==> src/rtl/rotate_seq_pkg.sv <==
// Shared types and constants for the rotating-message sequencer.
// Define ROTATE_SEQ_BLANK_EN to add a seventh, all-blank position to the rotation.
package rotate_seq_pkg;

  localparam int SEL_W = 3;
`ifdef ROTATE_SEQ_BLANK_EN
  localparam int NUM_POS = 7;
`else
  localparam int NUM_POS = 6;
`endif
  localparam int MAX_IDX = NUM_POS - 1;
  localparam logic [SEL_W-1:0] MAX_SEL = SEL_W'(MAX_IDX);

  typedef enum logic {
    RUN   = 1'b0,
    PAUSE = 1'b1
  } seq_state_e;

  // Modulo-NUM_POS step; backward=1 decrements with 0 wrapping to MAX_SEL.
  function automatic logic [SEL_W-1:0] next_pos(input logic [SEL_W-1:0] pos,
                                                 input logic backward);
    if (backward) begin
      return (pos == '0) ? MAX_SEL : pos - 1'b1;
    end
    return (pos == MAX_SEL) ? '0 : pos + 1'b1;
  endfunction

endpackage

==> src/rtl/rotate_sequencer_if.sv <==
// Key inputs and rotation-select outputs of the rotate sequencer.
interface rotate_sequencer_if;
  import rotate_seq_pkg::*;

  logic             key_pause_n;
  logic             key_step_n;
  logic             key_dir_n;
  logic [SEL_W-1:0] rot_sel;
  logic             tick;
  logic             running;
  logic             dir;

  modport master (
    input  key_pause_n, key_step_n, key_dir_n,
    output rot_sel, tick, running, dir
  );

  modport slave (
    output key_pause_n, key_step_n, key_dir_n,
    input  rot_sel, tick, running, dir
  );

endinterface

==> src/rtl/rotate_sequencer_key_debounce.sv <==
// Push-button conditioning: 2-flop synchronizer, stability debouncer and
// a one-cycle press pulse on the debounced high-to-low transition.
module key_debounce #(
  parameter int DEBOUNCE_CYCLES = 500000
) (
  input  logic CLOCK_50,
  input  logic resetn,
  input  logic key_n,
  output logic level,
  output logic press
);

  localparam int CNT_W = (DEBOUNCE_CYCLES < 2) ? 1 : $clog2(DEBOUNCE_CYCLES + 1);
  localparam logic [CNT_W-1:0] CNT_LAST = CNT_W'(DEBOUNCE_CYCLES - 1);

  logic             sync1;
  logic             sync2;
  logic [CNT_W-1:0] cnt;

  // The press pulse is registered on the same edge the level flips, so it
  // is seen by the action register exactly one edge later.
  always_ff @(posedge CLOCK_50 or negedge resetn) begin
    if (!resetn) begin
      sync1 <= 1'b1;
      sync2 <= 1'b1;
      level <= 1'b1;
      cnt   <= '0;
      press <= 1'b0;
    end else begin
      sync1 <= key_n;
      sync2 <= sync1;
      press <= 1'b0;
      if (sync2 != level) begin
        if (cnt == CNT_LAST) begin
          level <= sync2;
          cnt   <= '0;
          press <= ~sync2;
        end else begin
          cnt <= cnt + 1'b1;
        end
      end else begin
        cnt <= '0;
      end
    end
  end

endmodule

==> src/rtl/rotate_sequencer.sv <==
// Timed, key-controlled rotation select for the 6-digit message display.
// Define ROTATE_SEQ_BLANK_EN to include the blank frame (select 6) in the rotation.
module rotate_sequencer
  import rotate_seq_pkg::*;
#(
  parameter int TICK_DIV        = 50000000,
  parameter int DEBOUNCE_CYCLES = 500000
) (
  input  logic                CLOCK_50,
  input  logic                resetn,
  rotate_sequencer_if.master  bus
);

  localparam int PRESC_W = $clog2(TICK_DIV);
  localparam logic [PRESC_W-1:0] PRESC_LAST = PRESC_W'(TICK_DIV - 1);

  seq_state_e         state_q, state_d;
  logic [PRESC_W-1:0] presc_q, presc_d;
  logic [SEL_W-1:0]   rot_sel_q, rot_sel_d;
  logic               tick_q, tick_d;
  logic               dir_q, dir_d;
  logic               wrap, advance;
  logic               pause_ev, step_ev, dir_ev;
  logic [2:0]         unused_level;

  key_debounce #(.DEBOUNCE_CYCLES(DEBOUNCE_CYCLES)) u_pause (
    .CLOCK_50 (CLOCK_50),
    .resetn   (resetn),
    .key_n    (bus.key_pause_n),
    .level    (unused_level[0]),
    .press    (pause_ev)
  );

  key_debounce #(.DEBOUNCE_CYCLES(DEBOUNCE_CYCLES)) u_step (
    .CLOCK_50 (CLOCK_50),
    .resetn   (resetn),
    .key_n    (bus.key_step_n),
    .level    (unused_level[1]),
    .press    (step_ev)
  );

  key_debounce #(.DEBOUNCE_CYCLES(DEBOUNCE_CYCLES)) u_dir (
    .CLOCK_50 (CLOCK_50),
    .resetn   (resetn),
    .key_n    (bus.key_dir_n),
    .level    (unused_level[2]),
    .press    (dir_ev)
  );

  always_ff @(posedge CLOCK_50 or negedge resetn) begin
    if (!resetn) begin
      state_q   <= RUN;
      presc_q   <= '0;
      rot_sel_q <= '0;
      tick_q    <= 1'b0;
      dir_q     <= 1'b0;
    end else begin
      state_q   <= state_d;
      presc_q   <= presc_d;
      rot_sel_q <= rot_sel_d;
      tick_q    <= tick_d;
      dir_q     <= dir_d;
    end
  end

  always_comb begin
    state_d = state_q;
    if (pause_ev) begin
      state_d = (state_q == RUN) ? PAUSE : RUN;
    end
  end

  // Direction is resolved before the advance so a coincident dir press
  // steers the same-cycle step or wrap.
  always_comb begin
    dir_d   = dir_q ^ dir_ev;
    wrap    = (state_q == RUN) && (presc_q == PRESC_LAST);
    advance = wrap || ((state_q == PAUSE) && step_ev);
    presc_d = '0;
    if ((state_q == RUN) && !wrap && !pause_ev) begin
      presc_d = presc_q + 1'b1;
    end
    rot_sel_d = advance ? next_pos(rot_sel_q, dir_d) : rot_sel_q;
    tick_d    = advance;
  end

  assign bus.rot_sel = rot_sel_q;
  assign bus.tick    = tick_q;
  assign bus.running = (state_q == RUN);
  assign bus.dir     = dir_q;

endmodule

==> src/flat_wrapper.sv <==
// flat-port wrapper written by rule: the top's interface ports become plain ports
module rotate_sequencer_flat import rotate_seq_pkg::*;
#(
  parameter int TICK_DIV        = 50000000,
  parameter int DEBOUNCE_CYCLES = 500000
)
  (CLOCK_50, resetn, bus_key_pause_n, bus_key_step_n, bus_key_dir_n, bus_rot_sel, bus_tick, bus_running, bus_dir);
  rotate_sequencer_if bus_i ();
  input  logic CLOCK_50;
  input  logic resetn;
  input wire logic [$bits(bus_i.key_pause_n)-1:0] bus_key_pause_n;
  input wire logic [$bits(bus_i.key_step_n)-1:0] bus_key_step_n;
  input wire logic [$bits(bus_i.key_dir_n)-1:0] bus_key_dir_n;
  output wire logic [$bits(bus_i.rot_sel)-1:0] bus_rot_sel;
  output wire logic [$bits(bus_i.tick)-1:0] bus_tick;
  output wire logic [$bits(bus_i.running)-1:0] bus_running;
  output wire logic [$bits(bus_i.dir)-1:0] bus_dir;
  assign bus_i.key_pause_n = bus_key_pause_n;
  assign bus_i.key_step_n = bus_key_step_n;
  assign bus_i.key_dir_n = bus_key_dir_n;
  assign bus_rot_sel = bus_i.rot_sel;
  assign bus_tick = bus_i.tick;
  assign bus_running = bus_i.running;
  assign bus_dir = bus_i.dir;
  rotate_sequencer #(.TICK_DIV(TICK_DIV), .DEBOUNCE_CYCLES(DEBOUNCE_CYCLES)) u_core (.CLOCK_50(CLOCK_50), .resetn(resetn), .bus(bus_i));
endmodule
==> config.mk <==
export PLATFORM = sky130hd
export DESIGN_NAME = rotate_sequencer_flat
export DESIGN_NICKNAME = d
export VERILOG_FILES = /design/src/rtl/rotate_seq_pkg.sv /design/src/rtl/rotate_sequencer_if.sv /design/src/rtl/rotate_sequencer_key_debounce.sv /design/src/rtl/rotate_sequencer.sv /design/src/flat_wrapper.sv
export SDC_FILE = /design/constraint.sdc
export NUM_CORES = 1
export LEC_CHECK = 0
export CAP_MARGIN = 20
export CORE_UTILIZATION = 35
export CTS_CLUSTER_DIAMETER = 80
export DETAILED_ROUTE_END_ITERATION = 8
export PLACE_DENSITY_LB_ADDON = 0.08
export SETUP_SLACK_MARGIN = 0.3
export SLEW_MARGIN = 20
export SYNTH_ARGS = -nofsm -noshare
export SYNTH_HDL_FRONTEND = slang
export SYNTH_HIERARCHICAL = 1
export SYNTH_SLANG_ARGS = --single-unit
==> constraint.sdc <==
create_clock -name CLOCK_50 -period 2.6 [get_ports CLOCK_50]
set_input_delay 0.52 -clock CLOCK_50 [delete_from_list [all_inputs] [get_ports CLOCK_50]]
set_output_delay 0.52 -clock CLOCK_50 [all_outputs]
set_load 0.03 [all_outputs]
==> results.py <==
metrics = {
    "detailed_routing": {
        "met1_length_um": 5064,
        "wl_per_cell_um": 14.45,
        "drcViolationCount": 0,
        "ant_nets": 0,
        "dr.pass1.iters": 4,
        "avgViaCountPerCell": 5.253,
        "highest_layer": "met4",
        "dr_wl_met2_um": 4642,
        "drt-total-wl_um": 10120,
        "drtIter0Drc": 225,
        "dr_wl_met3_um": 294,
        "vias": 3677,
    },
    "sta": {
        "final_hold_viol_count": 0,
        "slew_viol_final": 0,
        "fin_worst_skew_ns": 0.003814,
        "finalSetupTns_ns": 0,
        "tightest_slew_ns": 0.6070,
        "fin_crit_sh_pct": 80.43,
        "rsz0062_at_grt": "no",
        "fmax_ghz": 0.4782,
        "period_needed_ns": 2.091,
        "finalSetupViolCount": 0,
        "relSlewSlack_pct": 59.16,
        "holdWs_ns": 0.1204,
    },
    "yosys": {
        "synth_warnings": 6,
        "synthesis.area_sq_mm": 0.005040,
        "ys_seq_elements": 101,
        "synthesis.instances": 503,
        "synth.distinct_cells": 41,
        "syn_avg_cell_area_sq_um": 10.02,
        "ys_seq_area_share_pct": 50.37,
        "syn_nets": 512,
    },
    "die": {
        "pin_count": 11,
        "std_cell_rows": 43,
        "die_h_um": 122,
        "core_sq_mm": 0.01399,
        "fp.dieW_um": 122,
        "die-area_sq_mm": 0.01488,
        "start_util_pct": 36.03,
    },
    "clocking": {
        "clkSinkCount": 101,
        "ctsHoldBuffers": 0,
        "clock_latency_ns": 0.35,
        "cts_max_path_buffers": 2,
        "tritoncts": "yes",
        "cts_buffers": 9,
        "htree_levels": 3,
        "clkSlewWorstSetupHoldPaths_ns": 0.07,
        "cts_root_buf": "clkbuf_16",
    },
    "global_route": {
        "grt_usage_pct": 14.89,
        "grt_pass1_vias": 3528,
        "grt_max_degree": 48,
        "overflow": 0,
        "grt_pass1_wl_um": 17430,
        "antenna_found_initial": 0,
    },
    "worst_setup_path": {
        "crit_chain": "clkdlybuf4s50_1",
        "required_ns": 2.08,
        "cp_top_family": "buffers and inverters",
        "path_max_fanout": 9,
        "start_kind": "flip-flop",
        "crit_buf_inv": 1,
        "cp.arrival_ns": 1.57,
        "worst_path_largest_cell_delay_ns": 0.73,
        "criticalPathCategory": "reg -> out",
        "critPathSlowestCell": "clkdlybuf4s50_1",
        "cp-end-kind": "output port",
    },
    "pwr": {
        "p_comb_share_pct": 2.8,
        "p_switching_mw": 0.6533,
        "leakage_nw": 2.177,
        "pwr-share-clk_pct": 44.2,
        "pwr-share-seq_pct": 53.0,
        "sw_frac_of_total_pct": 21.51,
        "max-vdd-ir-drop_v": 0.0003550,
        "p_per_area_mw_per_mm2": 537.6,
        "intPower_mw": 2.384,
    },
    "finish": {
        "layout_common_cells": "dfrtp_1 (92), nor2_1 (68), xnor2_1 (41)",
        "antenna_cells": 0,
        "final_core_util_pct": 40.38,
        "fin_cells": 700,
        "nFillCells": 1390,
        "area_growth_pct": 12.09,
        "num-nets-final": 524,
        "final_common_cell": "dfrtp_1",
        "drive_gt1_share_pct": 11.35,
    },
    "hold_path": {
        "hp-class": "in -> async",
    },
    "place": {
        "dpl.hpwl_um": 6881,
        "dpl.cell_count": 684,
        "routabilityCongestion": 0.7821,
        "port_buffers": 10,
    },
    "run": {
        "maxCapViolCount": 0,
    },
    "outcome": {
        "status": "completed",
    },
}
-- metrics by stage --
stage / total power [mW] / setup slack [ns] / cell area [sq um]
after floorplan: 1.671 / 0.6754 / 5040
after global placement: 1.728 / 0.4813 / 5354
after detailed placement: 1.728 / 0.4128 / 5354
after CTS: 3.104 / 0.4085 / 5647
after global routing: 3.176 / 0.3854 / 5649
final: 3.037 / 0.5088 / 5649
-- routing by layer --
layer,vias to the layer above,GRT usage [%]
li1,1821,-
met5,-,0
met2,32,22.46
met4,0,4.321
met3,11,4.354
met1,1813,20.56
-- power groups by stage --
stage | Sequential (mW) | Combinational (mW) | Clock [mW]
after floorplan | 1.63 | 0.0392 | 0
after global placement | 1.64 | 0.0883 | 0
after detailed placement | 1.64 | 0.0887 | 0
after CTS | 1.61 | 0.0893 | 1.40
after global routing | 1.61 | 0.0986 | 1.46
final | 1.61 | 0.0841 | 1.34
-- layout make-up --
type                    instances  area [sq um]  area share, %
flip-flops and latches        101          2539          44.94
multi-input cells             371          2370          41.95
clock buffers                  11         242.7          4.297
well taps                     180         225.2          3.987
repair buffers                 18         170.2          3.012
inverters                      14         52.55         0.9302
clock inverters                 5         50.05         0.8859
-- path summary, 6_finish.rpt --
path / from / end / slack [ns] / cells past startpoint
setup / recovery: u_core/bus.rot_sel[0]$_DFFE_PN0P_ / bus_rot_sel[0] / 0.51 / 1
hold / removal: resetn / u_core/presc_q[21]$_DFF_PN0_ / 0.12 / 1
setup reg to reg: u_core/presc_q[0]$_DFF_PN0_ / u_core/bus.rot_sel[2]$_DFFE_PN0P_ / 0.53 / 6
hold reg to reg: u_core/u_dir/sync1$_DFF_PN1_ / u_core/u_dir/sync2$_DFF_PN1_ / 0.36 / 0
max in group asynchronous: resetn / u_core/u_dir/sync1$_DFF_PN1_ / 1.74 / 2
min in group CLOCK_50: u_core/u_dir/sync1$_DFF_PN1_ / u_core/u_dir/sync2$_DFF_PN1_ / 0.36 / 0
-- sequential cells by signal (all words and copies together), names as in the netlist, 3 cells and up --
register / flops
u_core/bus.rot_sel: 3
u_core/u_step/cnt: 19
u_core/u_dir/cnt: 19
u_core/presc_q: 26
u_core/u_pause/cnt: 19
-- logic make-up after synthesis --
kind of cell,after synthesis,synth area share (%)
and+or+nand+nor,252,26.81
buffers and inverters,31,2.656
DFF,101,50.37
AOI/OAI and AO/OA,44,6.530
xor gates and xnor gates,64,11.12
muxes,7,1.514
adders and majority gates,4,0.9931
-- synthesized netlist by cell type --
cell type	number	share of area, %
nand2_1	31	2.3
nor3_1	19	1.9
or4_1	11	1.6
a31o_2	3	0.52
buf_2	5	0.50
buf_1	3	0.22
o21ai_0	5	0.50
buf_6	1	0.22
nor2b_1	2	0.25
nor2_1	68	5.1
clkbuf_2	3	0.30
o31ai_4	3	1.3
a32oi_1	1	0.17
clkbuf_1	5	0.37
o21ai_2	1	0.17
a21oi_2	3	0.52
ha_1	4	0.99
xor2_1	23	4.0
or3_1	6	0.74
nand3_1	31	3.1
inv_1	14	1.0
nor3b_1	3	0.45
or3_2	2	0.30
or2_2	1	0.12
and3_1	6	0.74
and2_1	5	0.62
nor4_1	13	1.6
dfrtp_1	92	46
dfstp_2	9	4.7
mux2_2	5	1.1
or4_4	3	0.67
mux2i_1	2	0.40
and2_2	1	0.15
and4_1	6	1.0
o31ai_1	11	1.6
nand4_1	35	4.3
o21bai_1	1	0.15
xnor2_1	41	7.1
nor4b_1	6	1.0
a21oi_1	16	1.6
nand4_2	3	0.74
-- repair_timing --
item                       4_1_cts  5_1_grt
buffers inserted                 0        0
gates resized for setup          0        1
setup endpoints to repair        0        2
No activity file was read; power rests on OpenSTA's default activity.
